--- src/rtl/path_delay_meter.sv ---
// Launches an edge into a delay chain and counts clk cycles until the synchronized chain output
// follows it. Optional baseline-deviation alarm is built only with `define PATH_DELAY_ALARM_EN.
module path_delay_meter #(
  parameter int unsigned CNT_W       = 16,
  parameter int unsigned TIMEOUT     = 4095,
  parameter int unsigned SETTLE_CYC  = 8,
  parameter int unsigned SYNC_STAGES = 2,
  parameter int unsigned ALARM_TOL   = 2
) (
  input  logic             clk,
  input  logic             rst,
  input  logic             start,
  output logic             launch_o,
  input  logic             path_i,
  output logic             busy,
  output logic             meas_valid,
  input  logic             meas_ready,
  output logic [CNT_W-1:0] meas_cycles,
  output logic             meas_timeout,
  output logic             meas_edge,
  input  logic [CNT_W-1:0] baseline,
  output logic             alarm
);

  localparam logic [CNT_W-1:0] TimeoutC    = CNT_W'(TIMEOUT);
  localparam logic [CNT_W-1:0] SettleLastC = CNT_W'(SETTLE_CYC - 1);

  typedef enum logic [2:0] {StIdle, StSettle, StLaunch, StWait, StDone} state_e;

  state_e                 state_q, state_d;
  logic [CNT_W-1:0]       cnt_q, cnt_d;
  logic [SYNC_STAGES-1:0] sync_q, sync_d;
  logic                   ref_q, ref_d;
  logic                   launch_q, launch_d;
  logic [CNT_W-1:0]       cycles_q, cycles_d;
  logic                   timeout_q, timeout_d;
  logic                   edge_q, edge_d;
  logic                   done_entry;
  logic                   path_s;

  assign path_s = sync_q[SYNC_STAGES-1];

  always_comb begin
    state_d    = state_q;
    cnt_d      = cnt_q;
    sync_d     = {sync_q[SYNC_STAGES-2:0], path_i};
    ref_d      = ref_q;
    launch_d   = launch_q;
    cycles_d   = cycles_q;
    timeout_d  = timeout_q;
    edge_d     = edge_q;
    done_entry = 1'b0;
    unique case (state_q)
      StIdle: begin
        if (start) begin
          state_d = StSettle;
          cnt_d   = '0;
        end
      end
      StSettle: begin
        // Latching ref at the end of settle absorbs any late chain activity.
        if (cnt_q == SettleLastC) begin
          ref_d   = path_s;
          cnt_d   = '0;
          state_d = StLaunch;
        end else begin
          cnt_d = cnt_q + 1'b1;
        end
      end
      StLaunch: begin
        launch_d = ~launch_q;
        edge_d   = ~launch_q;
        cnt_d    = '0;
        state_d  = StWait;
      end
      StWait: begin
        if (path_s != ref_q) begin
          cycles_d   = cnt_q;
          timeout_d  = 1'b0;
          state_d    = StDone;
          done_entry = 1'b1;
        end else if (cnt_q == TimeoutC) begin
          cycles_d   = TimeoutC;
          timeout_d  = 1'b1;
          state_d    = StDone;
          done_entry = 1'b1;
        end else begin
          cnt_d = cnt_q + 1'b1;
        end
      end
      StDone: begin
        if (meas_ready) state_d = StIdle;
      end
      default: state_d = StIdle;
    endcase
  end

  always_ff @(posedge clk) begin
    if (rst) begin
      state_q   <= StIdle;
      cnt_q     <= '0;
      sync_q    <= '0;
      ref_q     <= 1'b0;
      launch_q  <= 1'b0;
      cycles_q  <= '0;
      timeout_q <= 1'b0;
      edge_q    <= 1'b0;
    end else begin
      state_q   <= state_d;
      cnt_q     <= cnt_d;
      sync_q    <= sync_d;
      ref_q     <= ref_d;
      launch_q  <= launch_d;
      cycles_q  <= cycles_d;
      timeout_q <= timeout_d;
      edge_q    <= edge_d;
    end
  end

`ifdef PATH_DELAY_ALARM_EN
  logic             alarm_q, alarm_d;
  logic [CNT_W:0]   meas_ext, base_ext, diff;

  always_comb begin
    meas_ext = {1'b0, cycles_d};
    base_ext = {1'b0, baseline};
    diff     = (meas_ext >= base_ext) ? (meas_ext - base_ext) : (base_ext - meas_ext);
    alarm_d  = alarm_q;
    if (done_entry && ((diff > (CNT_W + 1)'(ALARM_TOL)) || timeout_d)) alarm_d = 1'b1;
  end

  always_ff @(posedge clk) begin
    if (rst) alarm_q <= 1'b0;
    else     alarm_q <= alarm_d;
  end

  assign alarm = alarm_q;
`else
  logic unused_sig;
  assign unused_sig = ^{baseline, done_entry};
  assign alarm      = 1'b0;
`endif

  assign launch_o     = launch_q;
  assign busy         = (state_q != StIdle);
  assign meas_valid   = (state_q == StDone);
  assign meas_cycles  = cycles_q;
  assign meas_timeout = timeout_q;
  assign meas_edge    = edge_q;

endmodule

--- config.mk ---
export PLATFORM = sky130hd
export DESIGN_NAME = path_delay_meter
export DESIGN_NICKNAME = d
export VERILOG_FILES = /design/src/rtl/path_delay_meter.sv
export SDC_FILE = /design/constraint.sdc
export NUM_CORES = 1
export LEC_CHECK = 0
export ABC_AREA = 1
export BUFFER_PORTS_ARGS = -buffer_cell sky130_fd_sc_hd__buf_4
export CORE_MARGIN = 2
export CORE_UTILIZATION = 56
export CTS_BUF_LIST = sky130_fd_sc_hd__clkbuf_4 sky130_fd_sc_hd__clkbuf_8
export DETAILED_ROUTE_END_ITERATION = 8
export GPL_TIMING_DRIVEN = 0
export HOLD_SLACK_MARGIN = 0.05
export MAX_ROUTING_LAYER = met4
export PLACE_DENSITY = 0.79
export SYNTH_ARGS = -nofsm -noshare
export SYNTH_HDL_FRONTEND = slang
export SYNTH_SLANG_ARGS = --single-unit
--- constraint.sdc ---
create_clock -name clk -period 2.11 [get_ports clk]
set_input_delay 0.422 -clock clk [delete_from_list [all_inputs] [get_ports clk]]
set_output_delay 0.422 -clock clk [all_outputs]
set_load 0.02 [all_outputs]
==> results_tabular.tex, run 1 <==
\begin{tabular}{lr}
\hline
Metric & Value \\
\hline
\multicolumn{2}{l}{\textbf{Critical path}} \\
Cells along the critical path & ha\_1, inv\_1, nor2\_2, nand2\_2, nor2\_4, nand3\_4, nand2\_4, buf\_6, o21a\_1, nor2\_1 \\
Worst Setup Path Type & register to register \\
Crit path required time & 2350 ps \\
Slowest cell on crit path & sky130\_fd\_sc\_hd\_\_dfxtp\_1 \\
Max incr delay on CP & 450 ps \\
CP arrival & 2120 ps \\
Category of the worst setup path capture point & register \\
Largest fanout of any net on the critical path & 10 \\
Startpoint Class & register \\
\multicolumn{2}{l}{\textbf{Die}} \\
Area enclosed by the die boundary & 4160 um2 \\
Core Footprint & 3420 um2 \\
Effective utilization at floorplan & 0.601 \\
Width of the die & 64.5 um \\
Die Y-Extent & 64.5 um \\
Ports & 43 \\
Site Rows & 21 \\
\multicolumn{2}{l}{\textbf{Outcome}} \\
Outcome & completed \\
\multicolumn{2}{l}{\textbf{Timing}} \\
\# setup viols final & 0 \\
Final Max Tran Viols & 0 \\
Achievable frequency & 531 MHz \\
Final Hold Viols & 0 \\
Sum of negative setup slack & 0 ps \\
Setup skew after layout & 10.1 ps \\
Worst-margin pin slew & 533 ps \\
Shortest period the worst path allows & 1880 ps \\
RSZ-0062 raised after global routing & false \\
Worst relative slew slack & 0.645 \\
Share of the clock period used by the worst path & 0.893 \\
\multicolumn{2}{l}{\textbf{CTS}} \\
Max H-tree Level & 2 \\
TritonCTS clock tree & yes \\
Clk Tree Root Cell & sky130\_fd\_sc\_hd\_\_clkbuf\_4 \\
Post-CTS Setup Repair Bufs & 0 \\
Worst-skew pair later-pin latency & 350 ps \\
Number of gates resized after CTS & 0 \\
Deepest clock path buffer count & 2 \\
CTS Hold Buffers Added & 0 \\
Clock buffers created by TritonCTS & 5 \\
Number of sinks driven by the clock tree & 40 \\
Clk slew on worst S/H paths & 120 ps \\
\multicolumn{2}{l}{\textbf{Synth}} \\
Synth cell types & 32 \\
Post-synthesis share of cell area spent on full adders, half adders and majority gates & 0.0122 \\
Synthesized net count & 327 \\
Syn avg cell area & 6.75 um2 \\
Mapped Area & 2050 um2 \\
Fraction of synthesized area in multiplexers & 0 \\
Post-synthesis instance total & 304 \\
Main combinational cell family by area after synthesis & simple AND/OR/NAND/NOR gates \\
Leading area contributor after synthesis & sky130\_fd\_sc\_hd\_\_dfxtp\_1 \\
Xor/xnor share of the synthesized area & 0.0171 \\
Post-synthesis compound-gate area fraction & 0.131 \\
Portion of synthesized cell area occupied by the leading cell type & 0.390 \\
Total number of yosys warnings & 0 \\
Largest cells by area after synthesis & sky130\_fd\_sc\_hd\_\_dfxtp\_1 39\%, sky130\_fd\_sc\_hd\_\_nand2\_1 13\%, sky130\_fd\_sc\_hd\_\_nor2\_1 8.2\% \\
Share of synthesized area occupied by flip-flops and latches & 0.390 \\
FF+latch count, synth & 40 \\
Area share of and/or/nand/nor cells after synthesis & 0.342 \\
\multicolumn{2}{l}{\textbf{Final layout}} \\
Fraction of layout cells with a size suffix above 1 & 0.161 \\
Count of fill cells added during filler insertion & 315 \\
Area used by sequential logic in the layout & 801 um2 \\
Nets@finish & 358 \\
Antenna cells & 0 \\
Layout overhead on the synthesized area & 14.6\% \\
Final Util & 0.688 \\
Commonest cells after routing, fill and taps aside & 72 x sky130\_fd\_sc\_hd\_\_nand2\_1, 45 x sky130\_fd\_sc\_hd\_\_nor2\_1, 40 x sky130\_fd\_sc\_hd\_\_inv\_1, 40 x sky130\_fd\_sc\_hd\_\_dfxtp\_1, 26 x sky130\_fd\_sc\_hd\_\_buf\_4 \\
Number of cells in the finished layout apart from fillers & 382 \\
Post-route cell area & 2350 um2 \\
Combined area of the multi-input logic cells & 1030 um2 \\
Most frequent standard cell in the layout excluding fill and tap cells & sky130\_fd\_sc\_hd\_\_nand2\_1 \\
\multicolumn{2}{l}{\textbf{Job}} \\
\# Max-Cap Violations & 0 \\
\multicolumn{2}{l}{\textbf{Pwr}} \\
Leakage power summed over all cells & 1.06 nW \\
Power per Cell Area & 598 nW/um2 \\
Peak supply drop & 468 uV \\
Total Power Consumption & 1.41 mW \\
\multicolumn{2}{l}{\textbf{GRT}} \\
Global route total overflow & 0 \\
Total track usage & 0.261 \\
Maximum number of pins on one net before global-route repair & 13 \\
Antenna violations before repair & 0 \\
Wire length of the first global-routing pass & 8200 um \\
Number of global-route vias before repair & 1,789 \\
\multicolumn{2}{l}{\textbf{Detailed routing}} \\
Number of remaining DRC errors & 0 \\
Drt wl/cell & 12.3 um \\
Final ANT Viol Nets & 0 \\
Total vias in the final route & 1,989 \\
Total detailed-routing wirelength & 4680 um \\
Number of iterations in the first detailed-routing pass & 5 \\
Number of violations reported at the end of detailed-routing iteration 0 & 121 \\
Via density per instance & 5.21 \\
\multicolumn{2}{l}{\textbf{Placement}} \\
Total placed cells including tap cells & 374 \\
Number of port buffers & 24 \\
Area after DPL & 2290 um2 \\
Gp weighted congestion & 0.987 \\
Half-perimeter wire length after placement & 3510 um \\
\multicolumn{2}{l}{\textbf{Worst hold path}} \\
Worst Hold Class & primary input to register \\
\hline
\end{tabular}
## cell type report
| class | count | area share |
|---|---|---|
| Multi-Input combinational cell | 213 | 0.440 |
| Sequential cell | 40 | 0.341 |
| Timing Repair Buffer | 24 | 0.0766 |
| Inverter | 42 | 0.0671 |
| Buffer | 9 | 0.0250 |
| Tap cell | 46 | 0.0245 |
| Clock buffer | 6 | 0.0218 |
| Clock inverter | 2 | 0.00426 |
## synthesized netlist by cell type
| cell | number |
|---|---|
| sky130_fd_sc_hd__nand4_1 | 5 |
| sky130_fd_sc_hd__inv_2 | 2 |
| sky130_fd_sc_hd__xor2_1 | 3 |
| sky130_fd_sc_hd__buf_6 | 2 |
| sky130_fd_sc_hd__nand3b_1 | 1 |
| sky130_fd_sc_hd__nand3_1 | 15 |
| sky130_fd_sc_hd__clkbuf_1 | 3 |
| sky130_fd_sc_hd__a21oi_2 | 1 |
| sky130_fd_sc_hd__buf_2 | 1 |
| sky130_fd_sc_hd__nor2_1 | 45 |
| sky130_fd_sc_hd__o21a_1 | 2 |
| sky130_fd_sc_hd__nand2_4 | 2 |
| sky130_fd_sc_hd__ha_1 | 2 |
| sky130_fd_sc_hd__nor2_4 | 4 |
| sky130_fd_sc_hd__clkbuf_2 | 1 |
| sky130_fd_sc_hd__o21bai_1 | 2 |
| sky130_fd_sc_hd__nand2_1 | 72 |
| sky130_fd_sc_hd__nor2_2 | 1 |
| sky130_fd_sc_hd__o21ai_0 | 16 |
| sky130_fd_sc_hd__a211oi_1 | 1 |
| sky130_fd_sc_hd__xnor2_1 | 1 |
| sky130_fd_sc_hd__conb_1 | 1 |
| sky130_fd_sc_hd__nand3_4 | 1 |
| sky130_fd_sc_hd__a21oi_1 | 22 |
| sky130_fd_sc_hd__o211ai_1 | 1 |
| sky130_fd_sc_hd__inv_1 | 40 |
| sky130_fd_sc_hd__nor3_1 | 4 |
| sky130_fd_sc_hd__o21ai_1 | 5 |
| sky130_fd_sc_hd__dfxtp_1 | 40 |
| sky130_fd_sc_hd__nand2_2 | 5 |
| sky130_fd_sc_hd__and2_1 | 1 |
| sky130_fd_sc_hd__buf_4 | 2 |
## per-layer routing
| metal | global-route usage | part of all wire |
|---|---|---|
| met5 | - | 0 |
| met2 | 0.409 | 0.44 |
| met4 | 0.0904 | 0.013 |
| met3 | 0.0521 | 0.060 |
| met1 | 0.338 | 0.49 |
## cell families after synthesis
| kind of cell | after synthesis |
|---|---|
| other | 1 |
| adder cells (fa/ha/maj) | 2 |
| AND/OR/NAND/NOR | 156 |
| buffers and inverters | 51 |
| AO/OA/AOI/OAI | 50 |
| flip-flops | 40 |
| XOR/XNOR | 4 |
## metrics by stage
step	hold WS (ps)	worst slack, ps
2_1_floorplan	388	529
3_3_place_gp	391	276
3_5_place_dp	406	267
4_1_cts	268	242
5_1_grt	279	2.24
6_report	274	226
## power breakdown
part / total (mW) / internal [mW] / switching [mW]
combinational: 0.214 / 0.0685 / 0.146
sequential: 0.789 / 0.772 / 0.0175
clock: 0.403 / 0.159 / 0.245
## worst max-delay path, delay by kind of cell, from the launching register on
family / cells / cell delay (ps)
and+or+nand+nor: 6 / 770
DFF: 1 / 450
buffers and inverters: 2 / 210
adders and majority gates: 1 / 200
AOI/OAI and AO/OA: 1 / 130
## state kept, by name, indices dropped and copies added, names as in the netlist
signal and count:
cnt_q 16, meas_cycles 16, meas_edge 1, meas_timeout 1, ref_q 1, state_q 3, sync_q 2
## path summary, 6_finish.rpt
check	end	from	slack [ps]	cells after the start
worst min-delay path	sync_q[0]	path_i	270	3
worst min register to register	sync_q[1]	sync_q[0]	420	2
worst max-delay path	cnt_q[6]	cnt_q[0]	230	10
worst max register to register	cnt_q[6]	cnt_q[0]	230	10
(Power assumes the default switching activity.)
==> inputs of run 2 (changes only) <==
--- a/config.mk
+++ b/config.mk
@@ -15,6 +15,7 @@
 export HOLD_SLACK_MARGIN = 0.05
 export MAX_ROUTING_LAYER = met4
 export PLACE_DENSITY = 0.79
+export SETUP_SLACK_MARGIN = 0.5
 export SYNTH_ARGS = -nofsm -noshare
 export SYNTH_HDL_FRONTEND = slang
 export SYNTH_SLANG_ARGS = --single-unit
==> run 2 against run 1 <==
  * Sequential share of layout area decreased by 3.3 points
  * Utilization is 9.3 points higher
  * Power increased by 4.0%
  * Combinational power increased by 24%
  * Cell count increased by 4.5%
  * Via count grew 7.9%
  * Cell area increased by 14%
  * Setup slack improved by 300 ps
  * Die area did not move
  * Sequential power is 0.9% higher
  * Clock-buffer cell count did not move
  * Fmax grew 19%
==> results_tabular.tex, run 2 (synthesized netlist as in run 1, its figures left out) <==
\begin{tabular}{lr}
\hline
Metric & Value \\
\hline
\multicolumn{2}{l}{\textbf{Outcome}} \\
Outcome & completed \\
\multicolumn{2}{l}{\textbf{CTS}} \\
TritonCTS clock tree & yes \\
Worst-skew pair later-pin latency & 350 ps (about the same) \\
Number of sinks driven by the clock tree & 40 (unchanged) \\
Deepest clock path buffer count & 2 (unchanged) \\
Max H-tree Level & 2 (unchanged) \\
Clock buffers created by TritonCTS & 5 (unchanged) \\
Clk Tree Root Cell & sky130\_fd\_sc\_hd\_\_clkbuf\_4 \\
Clk slew on worst S/H paths & 110 ps (about the same) \\
\multicolumn{2}{l}{\textbf{GRT}} \\
Global route total overflow & 0 (unchanged) \\
Number of global-route vias before repair & 1,892 (+5.8\%) \\
Antenna violations before repair & 0 (unchanged) \\
Wire length of the first global-routing pass & 8540 um (+4.0\%) \\
Total track usage & 0.271 (+0.00986) \\
Maximum number of pins on one net before global-route repair & 13 (unchanged) \\
\multicolumn{2}{l}{\textbf{Placement}} \\
Half-perimeter wire length after placement & 3510 um (unchanged) \\
Gp weighted congestion & 0.987 (unchanged) \\
Number of port buffers & 24 (unchanged) \\
\multicolumn{2}{l}{\textbf{Critical path}} \\
Category of the worst setup path capture point & output port \\
Worst Setup Path Type & register to output port \\
CP arrival & 1160 ps (-960 ps) \\
Crit path required time & 1690 ps (-660 ps) \\
Startpoint Class & register \\
Largest fanout of any net on the critical path & 3 (-7) \\
Setup slack of the worst register-to-register path & 530 ps (+300 ps) \\
\multicolumn{2}{l}{\textbf{Timing}} \\
Final Max Tran Viols & 0 (unchanged) \\
Shortest period the worst path allows & 1590 ps (-297 ps) \\
Worst-margin pin slew & 571 ps (+38.2 ps) \\
RSZ-0062 raised after global routing & true \\
Final Hold Viols & 0 (unchanged) \\
\# setup viols final & 0 (unchanged) \\
Setup skew after layout & 12.4 ps (+2.29 ps) \\
Worst relative slew slack & 0.619 (-0.0255) \\
Achievable frequency & 630 MHz (+19\%) \\
Share of the clock period used by the worst path & 0.752 (-0.141) \\
Sum of negative setup slack & 0 ps (unchanged) \\
\multicolumn{2}{l}{\textbf{Pwr}} \\
Cell internal pwr & 1.03 mW (+3.0\%) \\
Switch share & 0.297 (+0.00658) \\
Sequential group share of total power & 0.544 (-0.017) \\
Clock Power Share & 0.275 (-0.012) \\
Net switching component of the power & 434 uW (+6.3\%) \\
Power per Cell Area & 548 nW/um2 (-8.4\%) \\
Combinational group share of total power & 0.181 (+0.029) \\
Peak supply drop & 510 uV (+9.1\%) \\
Leakage power summed over all cells & 1.19 nW (+12\%) \\
\multicolumn{2}{l}{\textbf{Die}} \\
Ports & 43 (unchanged) \\
Site Rows & 21 (unchanged) \\
Width of the die & 64.5 um (unchanged) \\
Area enclosed by the die boundary & 4160 um2 (unchanged) \\
Effective utilization at floorplan & 0.601 (unchanged) \\
Die Y-Extent & 64.5 um (unchanged) \\
Core Footprint & 3420 um2 (unchanged) \\
\multicolumn{2}{l}{\textbf{Final layout}} \\
Fraction of layout cells with a size suffix above 1 & 0.303 (+0.142) \\
Layout overhead on the synthesized area & 30.1\% \\
Commonest cells after routing, fill and taps aside & 64 x sky130\_fd\_sc\_hd\_\_nand2\_1, 42 x sky130\_fd\_sc\_hd\_\_nor2\_1, 41 x sky130\_fd\_sc\_hd\_\_buf\_4 \\
Antenna cells & 0 (unchanged) \\
Most frequent standard cell in the layout excluding fill and tap cells & sky130\_fd\_sc\_hd\_\_nand2\_1 \\
Nets@finish & 375 (+4.7\%) \\
Final Util & 0.782 (+0.0934) \\
Count of fill cells added during filler insertion & 251 (-20\%) \\
\multicolumn{2}{l}{\textbf{Detailed routing}} \\
Drt wl/cell & 13.6 um (+11\%) \\
Number of remaining DRC errors & 0 (unchanged) \\
Number of violations reported at the end of detailed-routing iteration 0 & 180 (+49\%) \\
Via density per instance & 5.38 (+3.3\%) \\
Total detailed-routing wirelength & 5420 um (+16\%) \\
Number of iterations in the first detailed-routing pass & 5 (unchanged) \\
Final ANT Viol Nets & 0 (unchanged) \\
Total vias in the final route & 2,147 (+7.9\%) \\
\multicolumn{2}{l}{\textbf{Worst hold path}} \\
Worst Hold Class & primary input to register \\
\multicolumn{2}{l}{\textbf{Job}} \\
\# Max-Cap Violations & 0 (unchanged) \\
\hline
\end{tabular}
[run 2: final cells by class]
| type | instances | area [um2] | share of cell area |
|---|---|---|---|
| Multi-Input combinational cell | 213 | 1170 | 0.438 |
| Sequential cell | 40 | 821 | 0.307 |
| Timing Repair Buffer | 41 | 333 | 0.125 |
| Inverter | 42 | 163 | 0.0609 |
| Buffer | 9 | 65.1 | 0.0244 |
| Tap cell | 46 | 57.6 | 0.0216 |
| Clock buffer | 6 | 51.3 | 0.0192 |
| Clock inverter | 2 | 10.0 | 0.00375 |
[run 2: repair_timing]
| item | in CTS | in global routing |
|---|---|---|
| hold buffers | 0 | 0 |
| endpoints found under the setup margin | 34 | 38 |
| gates cloned | 1 | 1 |
| buffers inserted | 9 | 6 |
| endpoints found under the hold margin | 0 | 0 |
| resized for setup | 21 | 37 |
| pin swaps | 7 | 19 |
[run 2: power groups by stage]
stage | Combinational, mW | Sequential [mW] | Clock (mW)
floorplan | 0.149 | 0.806 | 0
global placement | 0.209 | 0.806 | 0
detailed placement | 0.211 | 0.806 | 0
CTS | 0.244 | 0.792 | 0.413
global route | 0.293 | 0.800 | 0.436
finish | 0.265 | 0.796 | 0.402
[run 2: worst paths after layout]
path                            depth (start not counted)              to  startpoint
worst max-delay path                                    3            busy  state_q[2]
worst min-delay path                                    3       sync_q[0]      path_i
worst max register to register                         10  meas_cycles[8]    cnt_q[1]
worst min register to register                          2       sync_q[1]   sync_q[0]
[run 2: metrics by stage]
step	power, mW	std cells	hold slack (ps)	setup slack [ps]	area (um2)
finish	1.46	399	275	523	2670
global route	1.53	399	279	423	2670
CTS	1.45	392	268	490	2480
detailed placement	1.02	374	406	267	2290
global placement	1.01	374	391	276	2290
floorplan	0.955	304	388	529	2050
[run 2: critical path, cell delays in order, from the launching register on]
cell and delay, ps:
sky130_fd_sc_hd__dfxtp_4 380, sky130_fd_sc_hd__nor2_1 200, sky130_fd_sc_hd__nand2_1 80, sky130_fd_sc_hd__buf_4 160
[run 2: per-layer routing]
layer,vias to the layer above,global-route usage,share of wire,wire (um)
met3,18,0.0521,0.068,366
met4,0,0.122,0.026,142
li1,1052,-,-,-
met1,972,0.345,0.46,2470
met2,105,0.419,0.45,2440
met5,-,-,0,0
==> inputs of run 3 (changes only) <==
==> constraint.sdc (replaced) <==
create_clock -name clk -period 1.58 [get_ports clk]
set_input_delay 0.316 -clock clk [delete_from_list [all_inputs] [get_ports clk]]
set_output_delay 0.316 -clock clk [all_outputs]
set_load 0.02 [all_outputs]
==> run 3 against run 2 <==
  * The run now ends with DRC, setup timing left
  * Clock power is 32% higher
  * Worst hold slack worse by 110 ps
  * Clock-buffer cell count is 1 lower
  * Via count is 9.5% higher
  * Combinational power is 60% higher
  * Clock skew hardly changed
  * Flip-flop and latch count stayed put
  * Power is 38% higher
  * Cell area is 8.7% higher
  * Wire length is 18% higher
  * Cell count is 3.8% higher
==> results_tabular.tex, run 3 (synthesized netlist as in run 1, its figures left out) <==
\begin{tabular}{lr}
\hline
Metric & Value \\
\hline
\multicolumn{2}{l}{\textbf{Outcome}} \\
Outcome & complete, but fails checks \\
Violations in the final reports & DRC, setup timing \\
\multicolumn{2}{l}{\textbf{Final layout}} \\
Antenna cells & 0 (unchanged) \\
Layout overhead on the synthesized area & 41.4\% \\
Post-route cell area & 2900 um2 (+8.7\%) \\
Fraction of layout cells with a size suffix above 1 & 0.391 (+0.0882) \\
Commonest cells after routing, fill and taps aside & 65 x sky130\_fd\_sc\_hd\_\_nand2\_1, 38 x sky130\_fd\_sc\_hd\_\_nor2\_1, 36 x sky130\_fd\_sc\_hd\_\_inv\_1 \\
Most frequent standard cell in the layout excluding fill and tap cells & sky130\_fd\_sc\_hd\_\_nand2\_1 \\
Nets@finish & 390 (+4.0\%) \\
Number of cells in the finished layout apart from fillers & 414 (+3.8\%) \\
\multicolumn{2}{l}{\textbf{Detailed routing}} \\
Number of iterations in the first detailed-routing pass & 9 (+4) \\
Number of remaining DRC errors & 4 (+4) \\
Number of violations reported at the end of detailed-routing iteration 0 & 217 (+21\%) \\
Drt wl/cell & 15.5 um (+14\%) \\
Total detailed-routing wirelength & 6420 um (+18\%) \\
Via density per instance & 5.68 (+5.5\%) \\
Final ANT Viol Nets & 0 (unchanged) \\
Total vias in the final route & 2,350 (+9.5\%) \\
\multicolumn{2}{l}{\textbf{CTS}} \\
CTS Hold Buffers Added & 0 (unchanged) \\
Clock buffers created by TritonCTS & 5 (unchanged) \\
TritonCTS clock tree & yes \\
Clk Tree Root Cell & sky130\_fd\_sc\_hd\_\_clkbuf\_4 \\
Number of sinks driven by the clock tree & 40 (unchanged) \\
Clk slew on worst S/H paths & 130 ps (+20 ps) \\
Deepest clock path buffer count & 2 (unchanged) \\
Max H-tree Level & 2 (unchanged) \\
Worst-skew pair later-pin latency & 360 ps (about the same) \\
\multicolumn{2}{l}{\textbf{GRT}} \\
Wire length of the first global-routing pass & 9470 um (+11\%) \\
Maximum number of pins on one net before global-route repair & 14 (+1) \\
Antenna violations before repair & 0 (unchanged) \\
Number of global-route vias before repair & 1,979 (+4.6\%) \\
Global route total overflow & 0 (unchanged) \\
Total track usage & 0.307 (+0.0359) \\
\multicolumn{2}{l}{\textbf{Worst hold path}} \\
Launch instance of the worst min-delay path & path\_i \\
Worst Hold Class & primary input to register \\
\multicolumn{2}{l}{\textbf{Critical path}} \\
Category of the worst setup path capture point & register \\
Crit path to & cnt\_q[5] \\
CP arrival & 1900 ps (+740 ps) \\
Startpoint Class & register \\
Endpoint of the worst-slack reg-to-reg timing path & cnt\_q[5] \\
Setup slack of the worst register-to-register path & -80 ps (-610 ps) \\
Crit path required time & 1820 ps (+130 ps) \\
R2r startpoint & cnt\_q[1] \\
Largest fanout of any net on the critical path & 8 (+5) \\
Worst Setup Path Type & register to register \\
Startpoint of the worst setup timing path & cnt\_q[1] \\
R2r worst-path depth & 10 (unchanged) \\
\multicolumn{2}{l}{\textbf{Timing}} \\
Worst relative slew slack & 0.637 (+0.0176) \\
\# setup viols final & 26 (+26) \\
Final Hold Viols & 0 (unchanged) \\
RSZ-0062 raised after global routing & true \\
Worst Setup Slack, final & -76.1 ps (-599 ps) \\
Final Max Tran Viols & 0 (unchanged) \\
Setup skew after layout & 12.2 ps (-0.211 ps) \\
Achievable frequency & 604 MHz \\
Shortest period the worst path allows & 1660 ps \\
Share of the clock period used by the worst path & 1.05 \\
Worst-margin pin slew & 545 ps (-26.4 ps) \\
\multicolumn{2}{l}{\textbf{Placement}} \\
Area after DPL & 2350 um2 (+2.6\%) \\
Number of port buffers & 24 (unchanged) \\
Gp weighted congestion & 0.941 (-4.6\%) \\
Place WS & -107 ps (-373 ps) \\
Half-perimeter wire length after placement & 3660 um (+4.5\%) \\
Total placed cells including tap cells & 374 (unchanged) \\
\multicolumn{2}{l}{\textbf{Die}} \\
Width of the die & 64.5 um (unchanged) \\
Area enclosed by the die boundary & 4160 um2 (unchanged) \\
Effective utilization at floorplan & 0.601 (unchanged) \\
Die Y-Extent & 64.5 um (unchanged) \\
Ports & 43 (unchanged) \\
Site Rows & 21 (unchanged) \\
Core Footprint & 3420 um2 (unchanged) \\
\multicolumn{2}{l}{\textbf{Pwr}} \\
Power per Cell Area & 697 nW/um2 (+27\%) \\
Peak supply drop & 498 uV (-2.4\%) \\
Total Power Consumption & 2.02 mW (+38\%) \\
Leakage power summed over all cells & 1.31 nW (+10\%) \\
\multicolumn{2}{l}{\textbf{Job}} \\
\# Max-Cap Violations & 0 (unchanged) \\
\hline
\end{tabular}
==> run 3: changes by cell type in the layout (fill, tap and decap cells not counted), sizes merged <==
cell / change
buf: +15
clkbuf: -1
clkinv: +1
==> run 3: timing repair <==
action / in CTS / in global routing
gates resized for setup: 52 / 35
setup endpoints to repair: 58 / 59
hold endpoints to repair: 0 / 0
gates cloned: 2 / 0
setup buffers: 16 / 14
pin swaps: 10 / 13
==> run 3: how the worst min path moves through the flow <==
| stage | slack [ps] | to | cells after the start |
|---|---|---|---|
| after global placement | 390 | sync_q[1] | 2 |
| after floorplan | 390 | sync_q[1] | 2 |
| after global routing | 180 | sync_q[0] | 3 |
| final | 160 | sync_q[0] | 3 |
| after detailed placement | 400 | sync_q[1] | 2 |
| after CTS | 160 | sync_q[0] | 3 |
==> run 3: layer usage <==
layer	up-vias	global-route usage	share of wire
met5	-	-	0
met4	0	0.0957	0.034
met3	29	0.0712	0.085
met2	153	0.496	0.49
met1	1084	0.383	0.39
li1	1084	-	-
==> run 3: worst max-delay path: stages (launching register included) <==
cell,delay (ps)
sky130_fd_sc_hd__dfxtp_4,400
sky130_fd_sc_hd__ha_4,160
sky130_fd_sc_hd__inv_4,40
sky130_fd_sc_hd__nor2_4,110
sky130_fd_sc_hd__nand2_4,80
sky130_fd_sc_hd__nor2_4,150
sky130_fd_sc_hd__nand3_4,160
sky130_fd_sc_hd__nand2_8,160
sky130_fd_sc_hd__buf_6,130
sky130_fd_sc_hd__o21a_1,100
sky130_fd_sc_hd__nor2_1,30
==> run 3: cell type report <==
| cell class | count | area [um2] |
|---|---|---|
| clock inverter | 3 | 18.8 |
| timing repair buffer | 56 | 505 |
| multi-input combinational | 213 | 1190 |
| inverter | 42 | 165 |
| tap | 46 | 57.6 |
| buffer | 9 | 71.3 |
| clock buffer | 5 | 37.5 |
| fill | 190 | 514 |
| sequential | 40 | 853 |
==> run 3: power by group <==
part           switching (mW)  internal, mW  leakage, nW
sequential             0.0377          1.03        0.340
clock                   0.359         0.171       0.0349
combinational           0.256         0.168        0.931
==> run 3: through the flow <==
| stage | hold WS, ps | util | TNS, ps |
|---|---|---|---|
| after floorplan | 388 | - | 0 |
| after global placement | 390 | 0.688 | -579 |
| after detailed placement | 401 | 0.688 | -1010 |
| after CTS | 161 | 0.787 | 0 |
| after global routing | 182 | 0.849 | -3350 |
| final | 164 | 0.849 | -1190 |
